File: src/rtl/ula_ports.sv
// ula_ports: ULA I/O port block (CPU clock-enable divider, port FE, optional 7FFD paging).
// Defining ULA_PAGING_128K_EN adds the 7FFD paging register; otherwise the paging outputs are tied to 0.
`default_nettype none

module ula_ports #(
    parameter int CLK_DIV = 8,
    parameter int BANK_W  = 3
) (
    input  logic              clk,
    input  logic              reset,
    input  logic [15:0]       cpu_addr,
    input  logic [7:0]        cpu_dout,
    input  logic              n_iorq,
    input  logic              n_wr,
    input  logic              n_rd,
    input  logic              n_m1,
    input  logic [4:0]        key_data,
    input  logic              ear_in,
    output logic              cpu_ce,
    output logic [2:0]        border,
    output logic              mic,
    output logic              beeper,
    output logic [BANK_W-1:0] bank,
    output logic              shadow_scr,
    output logic              rom_sel,
    output logic              locked,
    output logic [7:0]        rd_data,
    output logic              rd_valid
);

    localparam int                DIV_W   = $clog2(CLK_DIV);
    localparam logic [DIV_W-1:0]  DIV_MAX = DIV_W'(CLK_DIV - 1);

    logic [DIV_W-1:0] div_q, div_d;
    logic             wr_prev_q;
    logic [2:0]       border_q, border_d;
    logic             mic_q, mic_d;
    logic             beeper_q, beeper_d;
    logic [7:0]       rd_data_q, rd_data_d;
    logic             rd_valid_q, rd_valid_d;

    logic wr_stb, rd_stb, wr_commit;

    // Both strobes exclude interrupt acknowledge (M1 low during IORQ).
    assign wr_stb    = ~n_iorq & ~n_wr & n_m1;
    assign rd_stb    = ~n_iorq & ~n_rd & n_m1;
    assign wr_commit = wr_stb & ~wr_prev_q;

    always_comb begin
        div_d      = (div_q == DIV_MAX) ? '0 : div_q + 1'b1;
        border_d   = border_q;
        mic_d      = mic_q;
        beeper_d   = beeper_q;
        if (wr_commit && !cpu_addr[0]) begin
            border_d = cpu_dout[2:0];
            mic_d    = cpu_dout[3];
            beeper_d = cpu_dout[4];
        end
        rd_valid_d = rd_stb & ~cpu_addr[0];
        rd_data_d  = rd_valid_d ? {1'b1, ear_in, 1'b1, key_data} : 8'hFF;
    end

    // Edge history resets to "strobe high" so a strobe held through reset cannot commit.
    always_ff @(posedge clk) begin
        if (reset) begin
            div_q      <= '0;
            wr_prev_q  <= 1'b1;
            border_q   <= 3'd0;
            mic_q      <= 1'b0;
            beeper_q   <= 1'b0;
            rd_data_q  <= 8'hFF;
            rd_valid_q <= 1'b0;
        end else begin
            div_q      <= div_d;
            wr_prev_q  <= wr_stb;
            border_q   <= border_d;
            mic_q      <= mic_d;
            beeper_q   <= beeper_d;
            rd_data_q  <= rd_data_d;
            rd_valid_q <= rd_valid_d;
        end
    end

`ifdef ULA_PAGING_128K_EN
    logic [BANK_W-1:0] bank_q, bank_d;
    logic              shadow_q, shadow_d;
    logic              rom_q, rom_d;
    logic              locked_q, locked_d;
    logic              w_unused_dout;

    assign w_unused_dout = ^cpu_dout[7:6];

    always_comb begin
        bank_d   = bank_q;
        shadow_d = shadow_q;
        rom_d    = rom_q;
        locked_d = locked_q;
        if (wr_commit && !locked_q && !cpu_addr[15] && !cpu_addr[1] && cpu_addr[0]) begin
            bank_d   = cpu_dout[BANK_W-1:0];
            shadow_d = cpu_dout[3];
            rom_d    = cpu_dout[4];
            locked_d = cpu_dout[5];
        end
    end

    always_ff @(posedge clk) begin
        if (reset) begin
            bank_q   <= '0;
            shadow_q <= 1'b0;
            rom_q    <= 1'b0;
            locked_q <= 1'b0;
        end else begin
            bank_q   <= bank_d;
            shadow_q <= shadow_d;
            rom_q    <= rom_d;
            locked_q <= locked_d;
        end
    end

    assign bank       = bank_q;
    assign shadow_scr = shadow_q;
    assign rom_sel    = rom_q;
    assign locked     = locked_q;
`else
    logic w_unused_paging;

    assign w_unused_paging = ^{cpu_addr[15:1], cpu_dout[7:5]};

    assign bank       = '0;
    assign shadow_scr = 1'b0;
    assign rom_sel    = 1'b0;
    assign locked     = 1'b0;
`endif

    assign cpu_ce   = (div_q == DIV_MAX);
    assign border   = border_q;
    assign mic      = mic_q;
    assign beeper   = beeper_q;
    assign rd_data  = rd_data_q;
    assign rd_valid = rd_valid_q;

endmodule

`default_nettype wire

File: config.mk
export PLATFORM = sky130hd
export DESIGN_NAME = ula_ports
export DESIGN_NICKNAME = d
export VERILOG_FILES = /design/src/rtl/ula_ports.sv
export SDC_FILE = /design/constraint.sdc
export NUM_CORES = 1
export LEC_CHECK = 0
export BUFFER_PORTS_ARGS = -buffer_cell sky130_fd_sc_hd__buf_4
export CORE_MARGIN = 1.5
export CORE_UTILIZATION = 38
export CTS_CLUSTER_DIAMETER = 200
export CTS_CLUSTER_SIZE = 20
export DETAILED_ROUTE_END_ITERATION = 8
export PLACE_DENSITY = 0.84
export SETUP_SLACK_MARGIN = 0.1
export SLEW_MARGIN = 10
export SYNTH_ARGS = -nofsm -noshare
export SYNTH_HDL_FRONTEND = slang
export SYNTH_SLANG_ARGS = --single-unit
export TNS_END_PERCENT = 100
File: constraint.sdc
create_clock -name clk -period 2.1 [get_ports clk]
set_clock_uncertainty 0.1 [all_clocks]
set_input_delay 0.42 -clock clk [delete_from_list [all_inputs] [get_ports clk]]
set_output_delay 0.42 -clock clk [all_outputs]
set_load 0.005 [all_outputs]
==> results.yml, run 1 <==
pwr:
  p_leak_nw: 0.3988
  combPwrFrac_pct: 9.6
  p_int_w: 0.0004519
  swShare_pct: 20.76
  power_frac_clock_pct: 35.1
  peakVddDrop_mv: 0.3443
  p_switching_w: 0.0001184
  power.density_nw_per_um2: 651.2
  seqPwrFrac_pct: 55.3
timing:
  period_needed_ns: 1.686
  finalSetupViolations: 0
  drv_slew: 0
  tns_ns: 0
  final.period_utilization_pct: 80.30
  rsz0062_at_grt: "no"
  fmax_mhz: 593.0
  final_hold_viol_count: 0
global_routing:
  grt_pass1_vias: 446
  grt_max_degree: 16
  grt_usage_pct: 13.00
  grt_antenna_before_repair: 0
  overflow: 0
  grt_pass1_wl_um: 1787
clocking:
  cts_buffer_depth: 2
  cts_tree: "done"
  path_clk_slew_ns: 0.09
  clock_latency_ns: 0.28
  cts_hold_buffers: 0
  ctsHtreeMaxLevel: 1
  post_cts_buffers: 0
  cts_sinks: 16
  cts_resized: 0
  numCtsBuffers: 3
  cts-root-buf: "clkbuf_4"
floorplan:
  initial_core_util_pct: 41.23
  fp.dieH_um: 43.90
  core_um2: 1541
  io_pins: 57
  die_area_um2: 1927
  fp-row-count: 14
  die_x_um: 43.90
placement:
  port_buffers: 30
  gp_congestion: 0.6638
  dpl_cell_area_um2: 839.6
final_layout:
  fin_area_um2: 875.8
  antenna_cells: 0
  area_delta_synth_final_pct: 37.80
  final_util_pct: 56.82
  nets: 129
  drive_gt1_share_pct: 38.89
synth:
  synth-seq-cells: 16
  ys_top_cells_by_area: "dfxtp_1, nand2b_1, buf_4"
  ys_warn_count: 0
  synth_edf_count: 0
  synth_top_area_share_pct: 50.39
  synth_commonest_cells: "dfxtp_1, nand2b_1, buf_4"
  synth.largest_area_cell: "dfxtp_1"
  synthDistinctLibCells: 15
  synth_most_common_cell: "dfxtp_1"
  async_reset_ff_share_pct: 0
  syn_area_um2: 635.6
  ys.flop_type: "dfxtp_1"
  yosysSeqAreaShare_pct: 50.39
  synth.avg_cell_area_um2: 10.77
  postSynthCellCount: 59
critical_path:
  worstSetupPathType: "reg -> out"
  crit_slowest_cell: "dfxtp_1"
  cp-end-kind: "primary output"
  arrival_ns: 1.17
  start_kind: "flop"
  crit_required_ns: 1.58
  path_buf_inv: 1
  crit_top_cell: "ha_1"
  path_cells: "ha_1, ha_1, buf_4"
  slowest_delay_ns: 0.32
  path_max_fanout: 4
  critical-path-top-delay-family: "adder cells"
status:
  status: "complete, no violations"
detailed_routing:
  wl_per_cell_um: 10.33
  drtIter0Drc: 5
  ant_nets: 0
  drt-total-wl_um: 1095
  firstDrtPassIters: 3
  drc: 0
  route.vias.total: 466
  via_per_inst: 4.396
min_path:
  hold_class: "in -> reg"
flow_run:
  max-cap-violations: 0
## power by group through the flow
stage | Sequential (W) | Clock (W) | Combinational, W
floorplan | 0.000323 | 0 | 0.0000322
global placement | 0.000322 | 0 | 0.0000529
detailed placement | 0.000323 | 0 | 0.0000549
CTS | 0.000316 | 0.000210 | 0.0000550
global route | 0.000317 | 0.000217 | 0.0000613
finish | 0.000316 | 0.000200 | 0.0000547
## through the flow
stage / setup slack [ns] / instances / total power (W) / hold slack [ns]
6_report: 0.4137 / 106 / 0.0005703 / 0.2172
5_1_grt: 0.3640 / 106 / 0.0005955 / 0.2074
4_1_cts: 0.4005 / 106 / 0.0005809 / 0.2069
3_5_place_dp: 0.5437 / 102 / 0.0003777 / 0.3126
3_3_place_gp: 0.5993 / 102 / 0.0003753 / 0.3091
2_1_floorplan: 0.8170 / 65 / 0.0003549 / 0.2977
## sequential cells by signal, summed over array words and instances (netlist names)
register	cells
beeper	1
div_q	3
rd_valid	1
rd_data	6
border	3
mic	1
wr_prev_q	1
## worst paths after layout
check,startpoint,end,cells past startpoint,slack (ns)
worst max-delay path,div_q[0],cpu_ce,3,0.41
worst min-delay path,key_data[4],rd_data[4],2,0.22
worst max register to register,wr_prev_q,mic,2,0.89
worst min register to register,div_q[0],div_q[0],1,0.32
## worst register-to-register path, cell delays in order, from the launching register on
cell,delay (ns)
dfxtp_1,0.34
nor4_4,0.44
mux2i_1,0.26
## cell usage in the layout, fill, tap and decap left out
cell      netlist  routed
or2_1           6       6
clkbuf_8        0       1
nor4_4          1       1
inv_1           1       1
conb_1          2       8
clkbuf_4        0       3
nor3b_1         2       2
buf_4           8      30
ha_1            2       2
nand2_1         1       1
nor4_1          1       1
dfxtp_1        16      16
nand2b_1       11      11
mux2i_1         5       5
nor3_1          1       1
o21bai_1        1       1
## layout make-up
type	count	area (um2)
Clock buffer	4	36.28
Multi-Input combinational cell	39	270.3
Inverter	1	3.754
Sequential cell	16	320.3
Tap cell	16	20.02
Fill cell	151	665.6
Timing Repair Buffer	30	225.2
## per-layer routing
metal  up-vias  GRT usage [%]  wire length [um]  share of wire (%)
li1        235              -                 -                  -
met1       210          12.08               399                 36
met2        19          22.35               617                 56
met3         2          3.750                58                5.3
met4         0          12.12                20                1.8
met5         -              0                 0                  0
## logic make-up (layout without fill, tap and decap cells)
group,after synthesis,after routing,synth area share (%)
buffers and inverters,10,35,10.63
DFF,16,16,50.39
adders and majority gates,2,2,3.936
and+or+nand+nor,23,23,24.80
AOI/OAI and AO/OA,1,1,1.182
other,2,8,1.182
muxes,5,5,7.874
Note: power is estimated with default switching activity, not from simulation.
==> run 2, diff against run 1 <==
--- a/config.mk
+++ b/config.mk
@@ -5,13 +5,14 @@
 export SDC_FILE = /design/constraint.sdc
 export NUM_CORES = 1
 export LEC_CHECK = 0
+export ABC_AREA = 1
 export BUFFER_PORTS_ARGS = -buffer_cell sky130_fd_sc_hd__buf_4
 export CORE_MARGIN = 1.5
-export CORE_UTILIZATION = 38
+export CORE_UTILIZATION = 36
 export CTS_CLUSTER_DIAMETER = 200
 export CTS_CLUSTER_SIZE = 20
 export DETAILED_ROUTE_END_ITERATION = 8
-export PLACE_DENSITY = 0.84
+export PLACE_DENSITY = 0.79
 export SETUP_SLACK_MARGIN = 0.1
 export SLEW_MARGIN = 10
 export SYNTH_ARGS = -nofsm -noshare
==> constraint.sdc (replaced) <==
create_clock -name clk -period 1.56 [get_ports clk]
set_clock_uncertainty 0.1 [all_clocks]
set_input_delay 0.312 -clock clk [delete_from_list [all_inputs] [get_ports clk]]
set_output_delay 0.312 -clock clk [all_outputs]
set_load 0.005 [all_outputs]
==> run 2 against run 1 <==
Clock power increased by 42%. Critical endpoint unchanged. Count of clock-buffer cells in the layout unchanged. Design area increased by 9.3%.
==> results.yml, run 2 <==
status:
  status: "complete, no violations"
placement:
  hpwlAfterDp_um: 921.5
  port_buffers: 30
  dpl_cell_area_um2: 889.6
  gp_congestion: 0.7470
critical_path:
  path_cells: "ha_4, ha_4, buf_6"
  crit_required_ns: 1.15
  crit_slowest_cell: "dfxtp_2"
  arrival_ns: 1.05
  crit_top_cell: "ha_4"
  cp-end-kind: "primary output"
  path_max_fanout: 2
  slowest_delay_ns: 0.35
  start_kind: "flop"
  worstSetupPathType: "reg -> out"
timing:
  final.period_utilization_pct: 93.91
  final_hold_viol_count: 0
  period_needed_ns: 1.465
  tns_ns: 0
  drv_slew: 0
  finalSetupViolations: 0
  fmax_mhz: 682.6
  rsz0062_at_grt: "yes"
synth:
  postSynthCellCount: 83
  ys.flop_type: "dfxtp_1"
  synth.avg_cell_area_um2: 8.080
  ys_top_cells_by_area: "dfxtp_1, buf_4, inv_1"
  synthDistinctLibCells: 14
  synth.largest_area_cell: "dfxtp_1"
  synth_commonest_cells: "dfxtp_1, inv_1, nor2_1"
  async_reset_ff_share_pct: 0
  synth_edf_count: 0
  synth-seq-cells: 16
  synth_top_area_share_pct: 47.76
  syn_area_um2: 670.6
  yosysSeqAreaShare_pct: 47.76
  ys_warn_count: 0
global_routing:
  grt_pass1_wl_um: 1794
  grt_antenna_before_repair: 0
  use_met1_pct: 12.26
  grt_usage_pct: 12.89
  met2_usage_pct: 20.00
  use_met3_pct: 5.098
  grt_max_degree: 10
  overflow: 0
  grt-busiest-layer: "met2"
  grt_pass1_vias: 466
clocking:
  ctsHtreeMaxLevel: 1
  clock_latency_ns: 0.30
  cts_tree: "done"
  cts_sinks: 16
  cts_buffer_depth: 2
  numCtsBuffers: 3
  path_clk_slew_ns: 0.10
  cts_hold_buffers: 0
  cts-root-buf: "clkbuf_4"
detailed_routing:
  drc: 0
  via_per_inst: 4.093
  drt-total-wl_um: 1152
  drtIter0Drc: 2
  wl_per_cell_um: 8.229
  route.vias.total: 573
  firstDrtPassIters: 2
  ant_nets: 0
final_layout:
  final_cell_mix: "buf_4, inv_1, nor2_1, dfxtp_1, nand2_1"
  drive_gt1_share_pct: 38.26
  antenna_cells: 0
  nets: 154
  area_delta_synth_final_pct: 42.72
  largest_reg_flops: 6
  final_common_cell: "buf_4"
  fin_area_um2: 957.2
floorplan:
  initial_core_util_pct: 38.42
  io_pins: 57
  fp.dieH_um: 46.16
  core_um2: 1745
  die_x_um: 46.16
  die_area_um2: 2131
  fp-row-count: 15
pwr:
  peakVddDrop_mv: 0.4066
  power.density_nw_per_um2: 849.9
  p_leak_nw: 0.4842
min_path:
  hold_class: "in -> reg"
flow_run:
  max-cap-violations: 0
==> run 2: cell count changes after synthesis, sizes merged, moves of 11 or more <==
cell / previous run / this run
inv: 1 / 17
nor2: 0 / 16
nand2: 1 / 14
nand2b: 11 / 0
==> run 2: area by class of cell <==
type | count | area, um2
Fill cell | 167 | 788.3
Sequential cell | 16 | 322.8
Multi-Input combinational cell | 48 | 274.0
Timing Repair Buffer | 30 | 229.0
Inverter | 17 | 63.81
Clock buffer | 4 | 36.28
Tap cell | 25 | 31.28
==> run 2: cells by family (layout without fill, tap and decap cells) <==
logic type / Yosys count / count (layout) / share of synthesized area, %
simple gates: 37 / 37 / 28.17
compound gates: 1 / 1 / 0.7456
flops: 16 / 16 / 47.76
fa+ha+maj: 2 / 2 / 3.731
buf+inv: 25 / 51 / 18.47
other cells: 2 / 8 / 1.120
==> run 2: through the flow <==
step	utilization, %	hold slack (ns)	cells	worst slack (ns)	power [W]
after CTS	54.77	0.07244	140	0.08117	0.0008271
after detailed placement	50.97	0.3190	136	0.2941	0.0005315
final	54.84	0.08210	140	0.09496	0.0008135
after floorplan	-	0.2969	89	0.3460	0.0004930
after global routing	54.84	0.07578	140	0.04776	0.0008631
after global placement	50.97	0.3047	136	0.3163	0.0005265
==> run 2: worst max-delay path, delay by kind of cell, from the launching register on <==
kind | cells | cell delay [ns]
DFF | 1 | 0.35
buffers and inverters | 1 | 0.10
adders and majority gates | 2 | 0.31
==> run 2: worst paths after layout <==
| check | start | to | slack, ns | cells after the start |
|---|---|---|---|---|
| worst max-delay path | div_q[0] | cpu_ce | 0.09 | 3 |
| worst min-delay path | key_data[3] | rd_data[3] | 0.08 | 3 |
| worst max register to register | div_q[0] | div_q[2] | 0.35 | 4 |
| worst min register to register | div_q[0] | div_q[0] | 0.34 | 1 |
==> run 2: routing by layer <==
layer	wire, um	up-vias
met5	0	-
met3	83	5
met1	420	252
li1	-	293
met2	593	23
met4	54	0
==> run 2: what timing repair did <==
item / in CTS / in global routing
buffers inserted: 0 / 0
setup endpoints to repair: 1 / 1
pin swaps: 2 / 2
resized for setup: 6 / 1
==> run 2: power by group <==
part           internal, W  switching [W]
logic            0.0000532      0.0000466
clock network     0.000142       0.000141
registers         0.000422     0.00000748
